<file path="src/rtl/conv_pkg.sv">
// rtl/conv_pkg.sv - shared sizing helpers and requantisation for conv2d_stream
package conv_pkg;

    // Output dimension of a valid (unpadded) strided convolution
    function automatic int out_dim(input int img, input int k, input int stride);
        return (img - k) / stride + 1;
    endfunction

    // Full-precision width of one signed N x N product
    function automatic int prod_w(input int n);
        return 2 * n;
    endfunction

    // Width that holds the sum of all products without overflow
    function automatic int tree_w(input int n, input int terms);
        return 2 * n + $clog2(terms);
    endfunction

    // Round-half-up arithmetic shift, optional ReLU, then signed saturation to n bits
    function automatic logic signed [63:0] round_sat(input logic signed [63:0] acc,
                                                     input logic [4:0] shift,
                                                     input int n,
                                                     input logic relu);
        logic signed [63:0] r;
        logic signed [63:0] hi;
        logic signed [63:0] lo;
        r = acc;
        if (shift != 5'd0)
            r = (acc + (64'sd1 <<< (shift - 5'd1))) >>> shift;
        if (relu && (r < 64'sd0))
            r = 64'sd0;
        hi = (64'sd1 <<< (n - 1)) - 64'sd1;
        lo = -(64'sd1 <<< (n - 1));
        if (r > hi)
            r = hi;
        else if (r < lo)
            r = lo;
        return r;
    endfunction

endpackage

</file>
<file path="src/rtl/line_buffer.sv">
// rtl/line_buffer.sv - ROWS previous image rows, column-addressed, shifting down on write
module line_buffer #(
    parameter int W     = 8,
    parameter int DEPTH = 28,
    parameter int ROWS  = 2
) (
    input  logic                      clk,
    input  logic                      en,
    input  logic [$clog2(DEPTH)-1:0]  addr,
    input  logic [W-1:0]              din,
    output logic [ROWS*W-1:0]         taps
);

    logic [W-1:0] mem [ROWS][DEPTH];

    // Tap r is the pixel r+1 rows above the current one at the same column
    always_comb begin
        taps = '0;
        for (int r = 0; r < ROWS; r++)
            taps[r*W +: W] = mem[r][addr];
    end

    // On each accepted beat the column slot ages by one row
    always_ff @(posedge clk) begin
        if (en) begin
            mem[0][addr] <= din;
            for (int r = 1; r < ROWS; r++)
                mem[r][addr] <= mem[r-1][addr];
        end
    end

endmodule

</file>
<file path="src/rtl/conv2d_stream.sv">
// rtl/conv2d_stream.sv - streaming KxK convolution with stride, bias, shift, ReLU and saturation
module conv2d_stream
    import conv_pkg::*;
#(
    parameter int N      = 8,
    parameter int CH_IN  = 1,
    parameter int IMG_W  = 28,
    parameter int IMG_H  = 28,
    parameter int K      = 3,
    parameter int STRIDE = 1,
    parameter int ACC_W  = 32,
    parameter int RELU   = 1
) (
    input  logic                      clk,
    input  logic                      rst,
    input  logic                      s_valid,
    output logic                      s_ready,
    input  logic [CH_IN*N-1:0]        s_data,
    input  logic [CH_IN*K*K*N-1:0]    weight,
    input  logic [ACC_W-1:0]          bias,
    input  logic [4:0]                shift,
    output logic                      m_valid,
    input  logic                      m_ready,
    output logic [N-1:0]              m_data,
    output logic                      m_last,
    output logic                      busy
);

    localparam int OUT_W    = out_dim(IMG_W, K, STRIDE);
    localparam int OUT_H    = out_dim(IMG_H, K, STRIDE);
    localparam int NT       = CH_IN * K * K;
    localparam int DW       = CH_IN * N;
    localparam int PW       = prod_w(N);
    localparam int TW       = tree_w(N, NT);
    localparam int CW       = $clog2(IMG_W);
    localparam int RW       = $clog2(IMG_H);
    localparam int LAST_COL = K - 1 + (OUT_W - 1) * STRIDE;
    localparam int LAST_ROW = K - 1 + (OUT_H - 1) * STRIDE;

    logic [CW-1:0]              col;
    logic [RW-1:0]              row;
    logic                       stall, en, accept, first, win_ok, win_last;
    logic [(K-1)*DW-1:0]        taps;
    logic [DW-1:0]              win [K][K];
    logic [NT*N-1:0]            weight_r;
    logic signed [ACC_W-1:0]    bias_r, bias2, acc3, acc_next;
    logic [4:0]                 shift_r, shift2, shift3;
    logic                       busy_r;
    logic                       v1, v2, v3, last1, last2, last3;
    logic signed [PW-1:0]       prod [NT];
    logic signed [TW-1:0]       tree;
    logic signed [N-1:0]        res;

    assign stall  = m_valid && !m_ready;
    assign en     = !stall;
    assign s_ready = !stall;
    assign accept = s_valid && s_ready;
    assign first  = (col == '0) && (row == '0);
    assign busy   = busy_r;

    // Window position test for the beat currently on the input
    always_comb begin
        int ci, ri;
        ci = int'(col);
        ri = int'(row);
        win_ok   = (ri >= K - 1) && (ci >= K - 1) &&
                   (((ri - K + 1) % STRIDE) == 0) && (((ci - K + 1) % STRIDE) == 0);
        win_last = (ri == LAST_ROW) && (ci == LAST_COL);
    end

    line_buffer #(.W(DW), .DEPTH(IMG_W), .ROWS(K - 1)) u_line_buffer (
        .clk  (clk),
        .en   (accept),
        .addr (col),
        .din  (s_data),
        .taps (taps)
    );

    // Raster counters, per-frame parameter capture and frame-busy flag
    always_ff @(posedge clk or posedge rst) begin
        if (rst) begin
            col      <= '0;
            row      <= '0;
            weight_r <= '0;
            bias_r   <= '0;
            shift_r  <= '0;
            busy_r   <= 1'b0;
        end else begin
            if (accept) begin
                if (col == CW'(IMG_W - 1)) begin
                    col <= '0;
                    row <= (row == RW'(IMG_H - 1)) ? '0 : row + RW'(1);
                end else begin
                    col <= col + CW'(1);
                end
                if (first) begin
                    weight_r <= weight;
                    bias_r   <= bias;
                    shift_r  <= shift;
                end
            end
            if (accept && first)
                busy_r <= 1'b1;
            else if (m_valid && m_ready && m_last)
                busy_r <= 1'b0;
        end
    end

    // S1: shift the KxK window left, newest column enters from line buffer taps
    always_ff @(posedge clk) begin
        if (accept) begin
            for (int ky = 0; ky < K; ky++) begin
                for (int kx = 0; kx < K - 1; kx++)
                    win[ky][kx] <= win[ky][kx+1];
                win[ky][K-1] <= (ky == K - 1) ? s_data : taps[(K-2-ky)*DW +: DW];
            end
        end
    end

    // S2: signed products; bias/shift travel with the data so a new frame cannot disturb them
    always_ff @(posedge clk) begin
        if (en) begin
            for (int c = 0; c < CH_IN; c++)
                for (int ky = 0; ky < K; ky++)
                    for (int kx = 0; kx < K; kx++)
                        prod[c*K*K + ky*K + kx] <=
                            PW'($signed(win[ky][kx][c*N +: N])) *
                            PW'($signed(weight_r[(c*K*K + ky*K + kx)*N +: N]));
            bias2  <= bias_r;
            shift2 <= shift_r;
        end
    end

    // S3 combinational part: adder tree, then bias at accumulator width
    always_comb begin
        tree = '0;
        for (int i = 0; i < NT; i++)
            tree = tree + TW'(prod[i]);
        acc_next = ACC_W'(tree) + bias2;
    end

    // S3: accumulator register
    always_ff @(posedge clk) begin
        if (en) begin
            acc3   <= acc_next;
            shift3 <= shift2;
        end
    end

    // S4 combinational part: round, ReLU, saturate
    always_comb begin
        res = N'(round_sat(64'(acc3), shift3, N, RELU != 0));
    end

    // Valid/last pipeline and output register; everything freezes while stalled
    always_ff @(posedge clk or posedge rst) begin
        if (rst) begin
            v1      <= 1'b0;
            v2      <= 1'b0;
            v3      <= 1'b0;
            last1   <= 1'b0;
            last2   <= 1'b0;
            last3   <= 1'b0;
            m_valid <= 1'b0;
            m_last  <= 1'b0;
            m_data  <= '0;
        end else if (en) begin
            v1      <= accept && win_ok;
            last1   <= accept && win_last;
            v2      <= v1;
            last2   <= last1;
            v3      <= v2;
            last3   <= last2;
            m_valid <= v3;
            m_last  <= v3 && last3;
            if (v3)
                m_data <= res;
        end
    end

endmodule

</file>
<file path="config.mk">
export PLATFORM = sky130hd
export DESIGN_NAME = conv2d_stream
export DESIGN_NICKNAME = d
export VERILOG_FILES = /design/src/rtl/conv_pkg.sv /design/src/rtl/line_buffer.sv /design/src/rtl/conv2d_stream.sv
export SDC_FILE = /design/constraint.sdc
export NUM_CORES = 2
export LEC_CHECK = 0
export BUFFER_PORTS_ARGS = -buffer_cell sky130_fd_sc_hd__buf_4
export CORE_MARGIN = 5
export CORE_UTILIZATION = 41
export DETAILED_ROUTE_END_ITERATION = 6
export GPL_ROUTABILITY_DRIVEN = 0
export GPL_TIMING_DRIVEN = 0
export PLACE_DENSITY = 0.61
export SLEW_MARGIN = 15
export SYNTH_ARGS = -nofsm -noshare
export SYNTH_HDL_FRONTEND = slang
export SYNTH_HIERARCHICAL = 1
export SYNTH_SLANG_ARGS = --single-unit
</file>
<file path="constraint.sdc">
create_clock -name clk -period 9.6 [get_ports clk]
set_clock_uncertainty 0.1 [all_clocks]
set_input_delay 1.92 -clock clk [delete_from_list [all_inputs] [get_ports clk]]
set_output_delay 1.92 -clock clk [all_outputs]
set_load 0.1 [all_outputs]
</file>
==> reports/qor.yml <==
route:
  num_vias: 41188
  detail_route.first_pass.iterations: 7
  ant_nets: 0
  via_per_inst: 5.326
  routed_wl_mm: 164.6
  wl_per_cell_um: 21.29
  drc: 5
  dr.first_iter.drc_count: 3282
yosys:
  synth_warnings: 6
  syn_area_um2: 64090
  ys_ff_latch: 874
  yosysSeqAreaShare: 0.3989
  synthFlopType: "edfxtp_1"
  post-synth-top-count-cell: "inv_1"
  yosys.area.top_type_share: 0.3458
  synth_nets: 6466
  synth.area.top_cells: "edfxtp_1 (35%), fa_1 (22%), ha_1 (6.5%)"
  ys_top_cells_by_count: "inv_1 (756), edfxtp_1 (738), fa_1 (694)"
  syn_inst: 5316
  synth_edf_count: 738
  yosysUniqueCellTypes: 104
  syn_area_per_cell_um2: 12.06
  ys_async_sr_fraction: 0.1556
  yosysTopAreaCell: "edfxtp_1"
placement:
  dp.cells: 7551
  io_buffers: 132
  hpwlAfterDp_mm: 127.9
clock_network:
  cts_hold_buf: 0
  clkSinkCount: 874
  cts_tree: "yes"
  clockRootBuffer: "clkbuf_16"
  cts.repair.resized: 0
  cts_inserted_buffers: 97
  clockBufferDepth: 3
  cts.clk_slew.worst_paths_ps: 60
  postCtsSetupBuffers: 0
  htree_levels: 3
  clk_latency_ps: 740
layout:
  fin_nets: 6743
  stdcell_count: 7734
  fill_cells: 14128
  area_growth_pct: 12.07
  final_core_util: 0.4609
  layout-drive-gt1-share: 0.1017
floorplan:
  initial_core_util: 0.4113
  die_area_um2: 164300
  io_pins: 133
  rows: 145
  die_x_um: 405.4
  fp.dieH_um: 405.4
  core_um2: 155800
setup_path:
  r2r_cells: 22
  max_stage_delay_ps: 660
  worstSetupPathType: "flip-flop to flip-flop"
  worstSetupStartpoint: "shift3[0]"
  path_max_fanout: 10
  path_delay_family: "buffers and inverters"
  slowest_stage: "clkbuf_1"
  critPathLaunchType: "flip-flop"
  reg2reg_from: "shift3[0]"
  critPathCaptureType: "flip-flop"
  crit_arrival_ps: 9260
  endpoint: "m_data[5]"
  path_common_cell: "clkbuf_1"
  path_cells: "clkbuf_1 -> clkbuf_1 -> clkbuf_1 -> clkbuf_1 -> clkbuf_1 -> clkbuf_1 -> nand2_1 -> nor2_1 -> ha_1 -> a21oi_4 -> a21boi_2 -> o31a_1 -> o21ai_1 -> a2111oi_0 -> nor3_1 -> a21oi_1 -> a221oi_1 -> o221ai_1 -> nor4_1 -> o22ai_1 -> nor4_4 -> a31oi_1"
  path_buf_inv: 6
  cp.required_ps: 10050
  rrSetupSlack_ps: 790
  reg2reg_to: "m_data[5]"
  cp.depth: 22
run_status:
  violations: "DRC"
  status: "complete, but fails checks"
timing:
  fin_crit_sh: 0.9178
  slew_viol_final: 0
  setup_tns_ps: 0
  hold_violations: 0
  max_freq_mhz: 113.5
  grt_setup_unrepaired: "false"
  whs_ps: 278.5
  relSlewSlack: 0.2576
  finalSetupViolations: 0
  fin_crit_ps: 8811
  worstMarginPinSlew_ps: 1114
global_route:
  grt_usage: 0.2037
  grt_max_degree: 142
  overflow: 0
  grt_pass1_vias: 43126
  antenna_found_initial: 3
  grt_pass1_wl_mm: 256.4
worst_hold_path:
  hold_path.class: "flip-flop to flip-flop"
run:
  drv_cap: 0
[routing by layer]
metal | vias to the layer above | share of wire | GRT usage
li1 | 18633 | - | -
met2 | 1271 | 0.49 | 0.3433
met4 | 0 | 0.041 | 0.07522
met1 | 20969 | 0.42 | 0.2686
met3 | 315 | 0.056 | 0.02960
met5 | - | 0 | 0
[layout make-up]
type / count / area [um^2] / share of cell area
tap: 2058 / 2575 / 0.03585
buffer: 149 / 688.2 / 0.009580
sequential: 874 / 25560 / 0.3559
clock inverter: 59 / 768.2 / 0.01070
multi-input combinational: 3532 / 35070 / 0.4883
inverter: 761 / 2882 / 0.04012
timing repair buffer: 178 / 1642 / 0.02285
antenna: 1 / 2.502 / 0.00003484
clock buffer: 122 / 2638 / 0.03672
[worst reg2reg max path: stages (launching register included)]
cell and delay (ps):
edfxtp_1 320, clkbuf_1 410, clkbuf_1 560, clkbuf_1 530
clkbuf_1 550, clkbuf_1 470, clkbuf_1 660, nand2_1 280
nor2_1 180, ha_1 360, a21oi_4 300, a21boi_2 130
o31a_1 350, o21ai_1 580, a2111oi_0 230, nor3_1 520
a21oi_1 140, a221oi_1 490, o221ai_1 210, nor4_1 390
o22ai_1 190, nor4_4 530, a31oi_1 160
[state kept, by name, summed over array words and instances, names as in the netlist]
signal	count
acc3	32
bias2	32
bias_r	32
busy	1
col	5
last1	1
last2	1
last3	1
m_data	8
m_last	1
m_valid	1
prod	144
row	5
shift2	5
shift3	5
shift_r	5
u_line_buffer/mem	448
v1	1
v2	1
v3	1
weight_r	72
win	72
[metrics by stage]
step / worst slack [ps] / instance area, um^2
floorplan: 675.0 / 64090
global placement: -4241 / 67660
detailed placement: 1220 / 68400
CTS: 1181 / 71810
global route: 521.3 / 71830
finish: 789.2 / 71830
[cell usage in the layout (no fill, tap or decap), types with 118 or more instances in the layout]
master	n
inv_1	755
edfxtp_1	738
fa_1	694
and2_1	367
nand2_1	347
ha_1	335
mux2i_1	192
a21oi_1	177
xnor2_1	165
nor2_1	152
buf_4	141
dfrtp_1	136
o21ai_0	118
[worst min-delay path by stage]
stage | cells past startpoint | slack [ps] | endpoint | startpoint
after floorplan | 0 | 300 | shift3[0] | shift2[0]
after global placement | 0 | 300 | shift3[1] | shift2[1]
after detailed placement | 0 | 310 | shift3[1] | shift2[1]
after CTS | 0 | 270 | bias2[12] | bias_r[12]
after global routing | 0 | 290 | bias2[12] | bias_r[12]
final | 0 | 280 | bias2[12] | bias_r[12]
[cell families (layout without fill, tap and decap cells)]
| group | Yosys count | in the layout | synth area share |
|---|---|---|---|
| mux | 333 | 333 | 0.05997 |
| other cells | 0 | 1 | 0 |
| xor+xnor | 210 | 210 | 0.02881 |
| simple gates | 1253 | 1253 | 0.1003 |
| compound gates | 707 | 707 | 0.07461 |
| fa+ha+maj | 1029 | 1029 | 0.2822 |
| flops | 874 | 874 | 0.3989 |
| buf+inv | 910 | 1269 | 0.05525 |
Power is left out: the tool's default activity adds up to more than one toggle a clock period on the data nets, which glitch-free logic cannot reach.
